File: config.mk
export PLATFORM = sky130hd
export DESIGN_NAME = proj_sorter_ctrl
export DESIGN_NICKNAME = d
export VERILOG_FILES = /design/src/rtl/proj_sorter_ctrl.sv
export SDC_FILE = /design/constraint.sdc
export NUM_CORES = 1
export LEC_CHECK = 0
export CAP_MARGIN = 0
export CORE_AREA = 5 5 320 165
export CTS_CLUSTER_DIAMETER = 150
export DETAILED_ROUTE_END_ITERATION = 10
export DIE_AREA = 0 0 325 170
export PLACE_DENSITY_LB_ADDON = 0.25
export SETUP_SLACK_MARGIN = 0.15
export SLEW_MARGIN = 20
export SYNTH_ARGS = -nofsm -noshare
export SYNTH_HDL_FRONTEND = slang
export SYNTH_SLANG_ARGS = --single-unit
File: constraint.sdc
create_clock -name clk -period 3 [get_ports clk]
set_input_delay 0.9 -clock clk [delete_from_list [all_inputs] [get_ports clk]]
set_output_delay 0.9 -clock clk [all_outputs]
set_load 0.01 [all_outputs]
File: src/rtl/proj_sorter_ctrl.sv
// Sequencing controller for the MinHash smallest-K sorter.
// Streams hasher beats into the sorter and clears the sorter between documents.
// Pads idle cycles with non-inserting filler, waits out the sorter pipeline,
// then presents the captured K smallest indices to the extender.
module proj_sorter_ctrl #(
    parameter int INDICES_COUNT = 16,
    parameter int INDICE_LEN    = 16,
    parameter int SIGNATURE_LEN = 32,
    parameter int DRAIN_CYCLES  = 2,
    parameter int CNT_LEN       = 16
) (
    input  logic                                clk,
    input  logic                                rst_n,
    input  logic                                in_valid,
    output logic                                in_ready,
    input  logic [SIGNATURE_LEN-1:0]            in_signature,
    input  logic [INDICE_LEN-1:0]               in_index,
    input  logic                                in_last,
    output logic                                srt_rst_n,
    output logic [SIGNATURE_LEN-1:0]            srt_signature,
    output logic [INDICE_LEN-1:0]               srt_index,
    output logic                                srt_end_sorting,
    input  logic                                srt_sort_valid,
    input  logic [INDICES_COUNT*INDICE_LEN-1:0] srt_smallest_idx,
    output logic                                out_valid,
    input  logic                                out_ready,
    output logic [INDICES_COUNT*INDICE_LEN-1:0] out_indices,
    output logic [CNT_LEN-1:0]                  out_num_valid,
    output logic [CNT_LEN-1:0]                  out_count,
    output logic                                busy
);

    typedef enum logic [2:0] {
        CLEAR,
        STREAM,
        DRAIN,
        FINISH,
        PRESENT
    } state_t;

    localparam int DRAIN_W = (DRAIN_CYCLES > 1) ? $clog2(DRAIN_CYCLES) : 1;
    localparam logic [CNT_LEN-1:0] CNT_MAX = '1;
    // Largest value out_num_valid can show; a K beyond the counter range never clamps.
    localparam logic [CNT_LEN-1:0] K_CLAMP =
        (INDICES_COUNT >= (2 ** CNT_LEN)) ? CNT_MAX : CNT_LEN'(INDICES_COUNT);
    // The sorter compares strictly against an all-ones reset value, so this never inserts.
    localparam logic [SIGNATURE_LEN-1:0] FILLER_SIG = '1;

    state_t               state;
    state_t               state_next;
    logic [DRAIN_W-1:0]   drain_cnt;
    logic [CNT_LEN-1:0]   beat_cnt;
    logic [CNT_LEN-1:0]   ins_cnt;
    logic [CNT_LEN-1:0]   num_clamped;
    logic                 accept;
    logic                 capture;

    assign accept  = in_valid & in_ready;
    assign capture = (state == FINISH) & srt_sort_valid;

    // Sorter clear follows the system reset and is also held low for the CLEAR state.
    assign srt_rst_n = rst_n & (state != CLEAR);

    // Idle means waiting in STREAM for the first beat; reset itself reports not busy.
    assign busy = rst_n & ~((state == STREAM) && (beat_cnt == '0));

    // State register with synchronous active-low reset.
    always_ff @(posedge clk) begin
        if (!rst_n) begin
            state <= CLEAR;
        end else begin
            state <= state_next;
        end
    end

    // Next-state decode and per-state handshake/control outputs.
    always_comb begin
        state_next      = state;
        in_ready        = 1'b0;
        srt_end_sorting = 1'b0;
        out_valid       = 1'b0;
        case (state)
            CLEAR: begin
                state_next = STREAM;
            end
            STREAM: begin
                in_ready = 1'b1;
                if (in_valid && in_last) begin
                    state_next = DRAIN;
                end
            end
            DRAIN: begin
                if (drain_cnt == '0) begin
                    state_next = FINISH;
                end
            end
            FINISH: begin
                srt_end_sorting = 1'b1;
                if (srt_sort_valid) begin
                    state_next = PRESENT;
                end
            end
            PRESENT: begin
                out_valid = 1'b1;
                if (out_ready) begin
                    state_next = CLEAR;
                end
            end
            default: begin
                state_next = CLEAR;
            end
        endcase
    end

    // Sorter data path: pass accepted beats through, otherwise feed filler.
    always_comb begin
        srt_signature = FILLER_SIG;
        srt_index     = '0;
        if ((state == STREAM) && in_valid) begin
            srt_signature = in_signature;
            srt_index     = in_index;
        end
    end

    // Per-document beat/insert counters and the drain countdown.
    always_ff @(posedge clk) begin
        if (!rst_n) begin
            beat_cnt  <= '0;
            ins_cnt   <= '0;
            drain_cnt <= '0;
        end else begin
            case (state)
                CLEAR: begin
                    beat_cnt <= '0;
                    ins_cnt  <= '0;
                end
                STREAM: begin
                    if (accept) begin
                        if (beat_cnt != CNT_MAX) begin
                            beat_cnt <= beat_cnt + CNT_LEN'(1);
                        end
                        if ((in_signature != FILLER_SIG) && (ins_cnt != CNT_MAX)) begin
                            ins_cnt <= ins_cnt + CNT_LEN'(1);
                        end
                        if (in_last) begin
                            drain_cnt <= DRAIN_W'(DRAIN_CYCLES - 1);
                        end
                    end
                end
                DRAIN: begin
                    if (drain_cnt != '0) begin
                        drain_cnt <= drain_cnt - DRAIN_W'(1);
                    end
                end
                default: begin
                end
            endcase
        end
    end

    // Meaningful slot count is the inserted count limited to the sorter depth.
    always_comb begin
        num_clamped = ins_cnt;
        if (ins_cnt > K_CLAMP) begin
            num_clamped = K_CLAMP;
        end
    end

    // Result registers, loaded once when the sorter reports its final state.
    always_ff @(posedge clk) begin
        if (!rst_n) begin
            out_indices   <= '0;
            out_count     <= '0;
            out_num_valid <= '0;
        end else if (capture) begin
            out_indices   <= srt_smallest_idx;
            out_count     <= beat_cnt;
            out_num_valid <= num_clamped;
        end
    end

endmodule

# == Word-level counts from Yosys, hierarchy flattened ==
# Cells that the tools add are included.
# totals
romBits,0
output_inout_bits,341
memories,0
mem_bits_rw,0
latchBits,0
regBits,324
elab_cells,65
# op_classes
eq_ne,15
bitwise,5
div,0
shift,0
mux,21
add_sub_neg,3
magnitude_cmp,1
n_mul,0
reduce_logical,13
# op_table
cell,n
16-bit two-way mux,6
16-bit one-hot mux with 2 select lines,2
"16-bit by 1-bit adder with 16-bit output, second input constant",2
32-bit two-way mux,1
"16-bit != test, second input constant",2
"32-bit != test, second input constant",1
"16-bit by 5-bit > comparator with 1-bit output, second input constant",1
16-bit zero test,1
3-bit one-hot mux with 5 select lines,1
3-bit two-way mux,4
"2-bit != test, second input constant",6
3-bit AND reduction,3
"3-bit by 2-bit == test with 1-bit output, second input constant",2
1-bit two-way mux,6
1-bit AND,4
1-bit logical AND,4
"2-bit by 1-bit != test with 1-bit output, second input constant",2
4-bit AND reduction,1
2-bit nonzero test,2
"3-bit by 1-bit == test with 1-bit output, second input constant",1
"3-bit == test, second input constant",1
3-bit zero test,1
3-bit nonzero test,1
1-bit one-hot mux with 2 select lines,1
other kinds (2),2

# == Depth between registers and ports, before layout ==
# Gate-level depths: netlist of run 1.
# depth
word_depth,5
ltp_mapped,9

# == Worst setup path before layout of run 1 ==
# OpenSTA, ideal clock, no wires.
# synth_timing
path_type,in2out
startpoint,input port rst_n
endpoint,output port busy
path_stages,4
slack_ns,0.335
arrival_time_ns,1.765
t_required_ns,2.100
path_cell_list,clkbuf_1 clkinv_1 clkbuf_1 a31oi_1
# synth_between
elab_chain_cells,1
# synth_rtl
element,line_no,rtl
from (decl),13,"input logic rst_n,"
1-bit AND,65,assign busy = rst_n & ~((state == STREAM) && (beat_cnt == '0));
to (decl),30,output logic busy
# Every way passes these cells.

# == Worst setup path after layout of run 1 ==
# layout_timing
startpoint,input port in_valid
endpoint,output port srt_signature[15]
# layout_between
elab_chain_cells,2
# layout_rtl
element,line_no,rtl
from (decl),14,"input logic in_valid,"
1-bit logical AND,119,if ((state == STREAM) && in_valid) begin
32-bit two-way mux,119,
to (decl),20,"output logic [SIGNATURE_LEN-1:0] srt_signature,"
# Every way passes these cells.

==> results of run 1 <==
report_power, final:
part           total, mW  switching [mW]  leakage [nW]  internal (mW)
logic               1.99           0.941          4.16           1.05
clock network       3.97            1.73         0.495           2.24
registers           4.54          0.0873          2.62           4.46
flip-flops by register name, indices dropped and copies added (netlist names):
register	count
ins_cnt	16
state	3
out_count	16
out_indices	256
beat_cnt	16
drain_cnt	1
out_num_valid	16
placed cells by master (no fill, tap or decap), drive strengths merged, types with 3 or more instances in the layout:
| master | instances |
|---|---|
| nor3 | 9 |
| clkinv | 4 |
| clkbuf | 49 |
| and3 | 33 |
| nand2 | 571 |
| a22oi | 4 |
| nand3 | 16 |
| nor2 | 33 |
| a41oi | 5 |
| dlygate4sd2 | 18 |
| xnor2 | 8 |
| a31oi | 12 |
| clkdlybuf4s50 | 594 |
| a21oi | 245 |
| nor4 | 12 |
| dfxtp | 324 |
| ha | 4 |
| o21ai | 4 |
| a31o | 6 |
| a21boi | 42 |
| o21a | 3 |
| or2b | 9 |
| a211oi | 4 |
| nand2b | 24 |
| and4 | 3 |
| buf | 96 |
| inv | 18 |
| nand4 | 16 |
worst max-delay path, stage by stage:
cell and delay [ps]:
dlygate4sd2_1 290, and2_4 250, clkbuf_16 170, or2b_1 220, buf_2 140
cell usage after synthesis, types with 4 or more instances:
cell type,instances,area [um2]
ha_1,4,50.05
or2b_1,9,67.56
nor3_1,8,40.04
nand2_1,570,2140
a31o_2,6,52.55
nand3_1,15,75.07
nor4_1,12,75.07
a22oi_1,4,30.03
nand4_1,14,87.58
a41oi_1,5,43.79
a21oi_1,244,1221
and3_1,32,200.2
dfxtp_1,324,6486
clkbuf_1,84,315.3
xnor2_1,8,70.07
buf_2,26,130.1
a21boi_0,42,315.3
nor2_1,33,123.9
inv_1,14,52.55
a31oi_1,12,75.07
nand2b_1,24,150.1
worst max path at each step:
stage	from	end	slack, ps
after global placement	in_valid	srt_signature[2]	-330
after detailed placement	in_valid	srt_signature[8]	-330
after global routing	state[2]	srt_signature[15]	70
final	in_valid	srt_signature[15]	130
after CTS	state[1]	srt_signature[1]	130
after floorplan	rst_n	busy	340
cells by family after synthesis:
logic type / after synthesis / share of synthesized area (%)
compound gates: 341 / 16.16
xor+xnor: 8 / 0.5689
fa+ha+maj: 4 / 0.4064
buf+inv: 130 / 4.317
flops: 324 / 52.66
mux: 3 / 0.2540
simple gates: 740 / 25.63
layer usage:
metal  vias to the layer above  wire (um)
li1                       6399          -
met1                      6136      23440
met2                       405      24440
met3                        63       3787
met4                         2       1032
met5                         -         13
metrics by stage:
stage | instances | setup slack, ps | instance area, um2
global route | 2864 | 67.76 | 20870
finish | 2865 | 129.4 | 20870
floorplan | 1550 | 335.1 | 12320
detailed placement | 2791 | -327.9 | 19680
global placement | 2791 | -328.9 | 19680
CTS | 2860 | 129.4 | 20680
repair_timing:
item | CTS | global route
pin swaps | 2 | 2
endpoints found under the setup margin | 53 | 38
buffers inserted | 11 | 1
cloned | 3 | 1
gates resized for setup | 170 | 37
cell type report:
class | instances | area, um2
timing repair buffer | 712 | 7067
clock inverter | 9 | 105.1
fill | 4990 | 28760
inverter | 16 | 65.06
sequential | 324 | 6489
clock buffer | 46 | 902.1
tap | 660 | 825.8
antenna | 2 | 5.005
multi-input combinational | 1096 | 5415
==> impl_metrics.ini, run 1 <==
[clock_network]
path_clk_slew_ps = 60
clockRootBuffer = clkbuf_16
hold_buffers = 0
clock-sinks = 324
clk_latency_ps = 590
clk_path_buf_depth = 3
cts_tree = yes
cts-buffers-inserted = 31
htreeDepth = 1

[yosys]
ys_seq_area_share_pct = 52.66
async_reset_ff_share_pct = 0
synth-main-ff-cell = dfxtp_1
postSynthCellCount = 1550
yosysWarnings = 0
synth-edff-count = 0
syn_avg_cell_area_um2 = 7.946
synth_seq_cells = 324
synth_area_um2 = 12320
synth_cell_types = 63
synth_nets = 1864

[floorplan]
row_count = 58
die-area_um2 = 55250
die_h_um = 170
die_w_um = 325
start_util_pct = 24.81
ioPinCount = 651
core_um2 = 49640

[placement]
dp_hpwl_mm = 38.83
numPortBuffers = 650
place.gp.congestion = 0.9750

[setup_path]
rr_endpoint = ins_cnt[1]
critPathMaxFanout = 5
path_class = input pin to primary output
worst_setup_path_end_kind = primary output
critical_path_required_ps = 2100
r2r_slack_ps = 740
critPathLaunchType = input pin
rr_worst_depth = 6
arrival_ps = 1970
r2r-start = ins_cnt[1]

[route]
drt_iter0_drc = 686
first_pass_iters = 5
post_drt_wl_per_cell_um = 18.40
post_drt_via_cell_ratio = 4.539
wl_mm = 52.71
ant_nets = 0
drc = 0
vias = 13010

[sta]
max_freq_mhz = 348.4
finalSetupTns_ps = 0
fin_skew_ps = 18.46
rsz0062_at_grt = yes
slew_viol_final = 0
finalHoldViolCount = 0
worst_slew_pin_slew_ps = 807.9
worst_hold_slack_ps = 451.8
slew_headroom_pct = 45.64
setup_viol = 0
fin_crit_sh_pct = 95.69
min_period_ps = 2871

[power]
vdd_drop_max_mv = 0.3475
power_mw = 10.50
p_leak_nw = 7.266
powerDensity_nw_per_um2 = 503.2

[global_routing]
antenna_found_initial = 3
gr-usage-met1_pct = 23.98
grt_start_max_net_pins = 239
overflow = 0
use_met3_pct = 5.052
grt_pass1_vias = 12530
grt_pass1_wl_mm = 77.99
grt_busiest_layer = met2
grt_use_total_pct = 17.72
grt_use_met2_pct = 28.66

[hold_path]
hold_start = out_count[8]
hp-class = flop to flop
min_to = out_count[8]
hold-path-cell-count = 2

[layout]
final_core_util_pct = 42.05
drive_gt1_share_pct = 8.579
syn_to_final_growth_pct = 69.47
nets = 2495

[run]
cap_violations = 0

[status]
status = completed
Note: power is estimated with default switching activity, not from simulation.
==> run 2, diff against run 1 <==
- ABC_AREA: default -> 1
- CORE_AREA: 5 5 320 165 -> 5 5 324 167
- DIE_AREA: 0 0 325 170 -> 0 0 329 172
==> run 2 against run 1 <==
  * Count of clock-buffer cells in the layout up 1
  * Global-route usage down 0.062 points
  * First-iteration DRC count up 17%
  * Non-clock buffer count down 20
  * Sequential power down 4%
  * Worst setup slack worse by 5.7 ps
==> impl_metrics.ini, run 2 <==
[status]
status = completed

[sta]
worst_slew_pin_slew_ps = 1151
rsz0062_at_grt = yes
finalHoldViolCount = 0
slew_viol_final = 0
worst_hold_slack_ps = 438.9
finalSetupTns_ps = 0
fin_crit_sh_pct = 95.88
min_period_ps = 2876
setup_viol = 0
max_freq_mhz = 347.7
slew_headroom_pct = 23.29
fin_skew_ps = 11.56
fin_ws_ps = 123.7

[route]
post_drt_via_cell_ratio = 4.409
drt_iter0_drc = 803
ant_nets = 0
first_pass_iters = 5
drc = 0
post_drt_wl_per_cell_um = 17.75
wl_mm = 54.06
vias = 13430

[layout]
syn_to_final_growth_pct = 65.79
drive_gt1_share_pct = 8.536
regMostFlops = out_indices
final_cell_mix = nand2_1 (639), clkdlybuf4s50_1 (597), dfxtp_1 (322)
nets = 2631
largest_register_ffs = 256
final_common_cell = nand2_1
finalInstanceArea_um2 = 20880

[placement]
place.gp.congestion = 0.9363
place_area_um2 = 19680
dp_slack_ps = -494.4
numPortBuffers = 650
dp_hpwl_mm = 39.63

[clock_network]
cts-buffers-inserted = 34
clk_path_buf_depth = 3
cts_tree = yes
htreeDepth = 2
clk_latency_ps = 530
path_clk_slew_ps = 70
clock-sinks = 324
clockRootBuffer = clkbuf_16

[yosys]
syn_avg_cell_area_um2 = 7.401
yosysWarnings = 0
synth_fa_ha_area_share_pct = 0.3973
synth-edff-count = 0
synth_top_family_by_area = simple AND/OR/NAND/NOR gates
synth_simple_gate_area_share_pct = 27.15
synth_compound_area_share_pct = 13.62
synth-main-ff-cell = dfxtp_1
ys_top_cells_by_area = dfxtp_1 (51%), nand2_1 (19%), a21oi_1 (12%)
synth.most_common_cell = nand2_1
synth_common_cells = nand2_1 (640), dfxtp_1 (324), a21oi_1 (301)
postSynthCellCount = 1702
synthMuxAreaShare_pct = 0
synth_area_um2 = 12600
yosysTopAreaCellShare_pct = 51.49
ys_seq_area_share_pct = 51.49
synth_top_cell_by_area = dfxtp_1
synth_seq_cells = 324
synth_nets = 2016
async_reset_ff_share_pct = 0
synth_cell_types = 33
synthXorXnorAreaFrac_pct = 0.2781

[global_routing]
grt_start_max_net_pins = 181
grt_use_total_pct = 17.66
grt_pass1_wl_mm = 78.31
grt_pass1_vias = 12800
antenna_found_initial = 2
overflow = 0

[floorplan]
die_h_um = 172
ioPinCount = 651
die-area_um2 = 56590
core_um2 = 51160
row_count = 59
start_util_pct = 24.62
die_w_um = 329

[hold_path]
hold-path-cell-count = 2
hp-class = flop to flop

[power]
vdd_drop_max_mv = 0.3681
powerDensity_nw_per_um2 = 478.8
p_leak_nw = 7.323
power_mw = 9.998

[setup_path]
worst_setup_path_end_kind = primary output
rr_worst_depth = 9
arrival_ps = 1980
path_class = input pin to primary output
critical_path_required_ps = 2100
critPathLaunchType = input pin
critPathMaxFanout = 12

[run]
cap_violations = 0
## run 2: cell types whose count changed in the layout (fill, tap and decap cells not counted), sizes merged, moves of 12 or more
cell,previous run,this run
a21boi,42,0
a21oi,245,302
a31oi,12,0
and3,33,0
dlygate4sd2,18,1
inv,18,74
nand2,571,644
nand2b,24,0
nand3,16,45
nor2,33,96
o21ai,4,29
or2,2,34
## run 2: worst paths after layout
| kind | start | end | slack [ps] |
|---|---|---|---|
| setup / recovery | in_valid | srt_signature[0] | 120 |
| hold / removal | out_num_valid[10] | out_num_valid[10] | 440 |
| hold reg to reg | out_num_valid[10] | out_num_valid[10] | 440 |
| setup reg to reg | ins_cnt[0] | ins_cnt[6] | 920 |
## run 2: routing by layer
| metal | routed length (um) | track usage, % | up-vias |
|---|---|---|---|
| li1 | - | - | 6675 |
| met1 | 25200 | 24.99 | 6263 |
| met2 | 23740 | 26.78 | 405 |
| met3 | 3807 | 4.869 | 83 |
| met4 | 1311 | 4.319 | 0 |
| met5 | 0 | 0 | - |
## run 2: metrics by stage
| step | std cells | util, % |
|---|---|---|
| 4_1_cts | 3044 | 40.82 |
| 2_1_floorplan | 1702 | - |
| 5_1_grt | 3045 | 40.82 |
| 3_3_place_gp | 2967 | 38.48 |
| 3_5_place_dp | 2967 | 38.48 |
| 6_report | 3045 | 40.82 |
## run 2: timing repair
item | 4_1_cts | 5_1_grt
pin swaps | 3 | 0
cloned | 4 | 0
buffers inserted | 11 | 0
hold buffers | 0 | 0
setup endpoints to repair | 52 | 48
resized for setup | 208 | 11
## run 2: logic make-up after synthesis
family / Yosys count
adder cells (fa/ha/maj): 4
XOR/XNOR: 4
flip-flops: 324
AO/OA/AOI/OAI: 338
buffers and inverters: 183
AND/OR/NAND/NOR: 849
## run 2: cell type report
cell class,count,area [um2]
Sequential cell,324,6491
Antenna cell,1,2.502
Timing Repair Buffer,692,6764
Clock buffer,47,969.7
Inverter,70,282.8
Multi-Input combinational cell,1195,5265
Fill cell,5229,30280
Tap cell,701,877.1
Clock inverter,15,230.2
## run 2: critical path, stage by stage
cell             delay [ps]
clkdlybuf4s15_1         200
inv_2                    50
nor2_4                  130
inv_6                    90
buf_16                  160
or2_2                   280
buf_2                   150
## run 2: power breakdown
part	internal, mW	switching, mW	leakage (nW)	total (mW)
Clock	2.72	1.88	0.592	4.61
Sequential	4.35	0.0360	2.61	4.38
Combinational	0.573	0.434	4.12	1.01
Total	7.64	2.35	7.32	10.0
==> run 3, diff against run 2 <==
- GPL_ROUTABILITY_DRIVEN: default -> 0
- PLACE_DENSITY: default -> 0.55
- PLACE_DENSITY_LB_ADDON: 0.25 -> default
==> run 3 against run 2 <==
  * Count of clock-buffer cells in the layout unchanged
  * Worst hold slack got worse by 2.7 ps
  * Worst setup slack better by 81 ps
  * Global-route usage down 0.60 points
  * Combinational power is essentially flat
  * Register-to-register slack better by 30 ps
  * Wire length down 2.3%
  * Clock power decreased by 8.9%
  * First-iteration DRC count is 7.8% higher
  * Utilization rose by 0.40 points
  * Maximum frequency up 2.9%
  * Critical path type is now flop to primary output
  * Critical endpoint is now srt_signature[29]
  * Highest routed layer is now met5
==> impl_metrics.ini, run 3 (synthesis gave the netlist of run 2 again) <==
[sta]
slew_viol_final = 0
min_period_ps = 2796
fin_crit_sh_pct = 93.19
fin_skew_ps = 21.60
slew_headroom_pct = 45.48
finalSetupTns_ps = 0
max_freq_mhz = 357.7
worst_slew_pin_slew_ps = 817.7
setup_viol = 0
rsz0062_at_grt = yes
fin_ws_ps = 204.4
finalHoldViolCount = 0

[status]
status = completed

[clock_network]
clk_latency_ps = 530
cts-buffers-inserted = 34
clk_path_buf_depth = 3
hold_buffers = 0
htreeDepth = 2
clock-sinks = 324
cts_tree = yes
clockRootBuffer = clkbuf_16
path_clk_slew_ps = 60

[floorplan]
die_h_um = 172
die_w_um = 329
die-area_um2 = 56590
row_count = 59
core_um2 = 51160
ioPinCount = 651
start_util_pct = 24.62

[route]
first_pass_iters = 5
drt_iter0_drc = 866
post_drt_wl_per_cell_um = 17.31
vias = 13440
post_drt_via_cell_ratio = 4.402
drc = 0
wl_mm = 52.84
ant_nets = 0

[layout]
final_core_util_pct = 41.22
regMostFlops = out_indices
final_cell_mix = nand2_1 (639), clkdlybuf4s50_1 (595), dfxtp_1 (322)
nets = 2639
finalInstanceArea_um2 = 21090
largest_register_ffs = 256
nFillCells = 5144
drive_gt1_share_pct = 8.688
final_common_cell = nand2_1
syn_to_final_growth_pct = 67.43

[global_routing]
grt_pass1_wl_mm = 76.25
grt_start_max_net_pins = 148
grt_pass1_vias = 13030
grt_use_total_pct = 17.06
antenna_found_initial = 4
overflow = 0

[placement]
dp_hpwl_mm = 38.72
place_area_um2 = 19740
dp_slack_ps = -518.7
numPortBuffers = 650

[hold_path]
hp-class = flop to flop

[setup_path]
critical_path_required_ps = 2100
path_class = flop to primary output
worst_setup_path_end_kind = primary output
critPathMaxFanout = 6
arrival_ps = 1900
critPathLaunchType = flop

[power]
powerDensity_nw_per_um2 = 456.7
seq_power_share_pct = 45.5
p_int_mw = 7.324
vdd_drop_max_mv = 0.3047
p_sw_share_pct = 23.95
p_leak_nw = 7.427
power_frac_clock_pct = 43.6
p_switching_mw = 2.307
power_frac_comb_pct = 10.8

[run]
cap_violations = 0
[run 3: area by class of cell]
class / count / area (um2) / area share (%)
repair buffers: 700 / 7012 / 33.25
flip-flops and latches: 324 / 6494 / 30.79
multi-input cells: 1195 / 5333 / 25.29
clock buffers: 47 / 969.7 / 4.598
well taps: 701 / 877.1 / 4.159
inverters: 70 / 280.3 / 1.329
clock inverters: 12 / 113.9 / 0.5399
diodes: 4 / 10.01 / 0.04746
[run 3: routing by layer]
| layer | vias up | routed length, um | track usage (%) |
|---|---|---|---|
| li1 | 6702 | - | - |
| met1 | 6238 | 23390 | 22.42 |
| met2 | 394 | 23840 | 26.97 |
| met3 | 102 | 3974 | 5.419 |
| met4 | 2 | 1617 | 5.287 |
| met5 | - | 13 | 0 |
[run 3: through the flow]
stage          instances  hold WS, ps  total power [mW]
2_1_floorplan       1702        437.6             4.788
3_3_place_gp        2975        427.8             5.451
3_5_place_dp        2975        428.3             5.455
4_1_cts             3044        439.2             9.776
5_1_grt             3051        460.4             10.05
6_report            3053        436.2             9.631
[run 3: power by group through the flow]
stage,logic [mW],clock network (mW),registers [mW]
2_1_floorplan,0.300,0,4.49
3_3_place_gp,0.974,0,4.48
3_5_place_dp,0.975,0,4.48
4_1_cts,1.02,4.37,4.38
5_1_grt,1.12,4.54,4.39
6_report,1.04,4.20,4.38
[run 3: path summary, 6_finish.rpt]
path,startpoint,end,slack [ps],depth (start not counted)
setup / recovery,state[2],srt_signature[29],200,8
hold / removal,out_num_valid[9],out_num_valid[9],440,2
setup reg to reg,ins_cnt[0],ins_cnt[6],950,9
hold reg to reg,out_num_valid[9],out_num_valid[9],440,2
[run 3: worst max-delay path, cell delays in order (launching register included)]
cell and delay (ps):
dfxtp_4 360, nor2_4 130, nand2_4 70, nor2_4 120
inv_4 70, buf_12 130, clkbuf_16 150, or2_1 210
buf_2 150
[run 3: repair_timing]
item / in CTS / in global routing
resized for setup: 220 / 43
endpoints found under the setup margin: 53 / 50
buffers inserted: 8 / 2
pin swaps: 2 / 3
gates cloned: 2 / 3
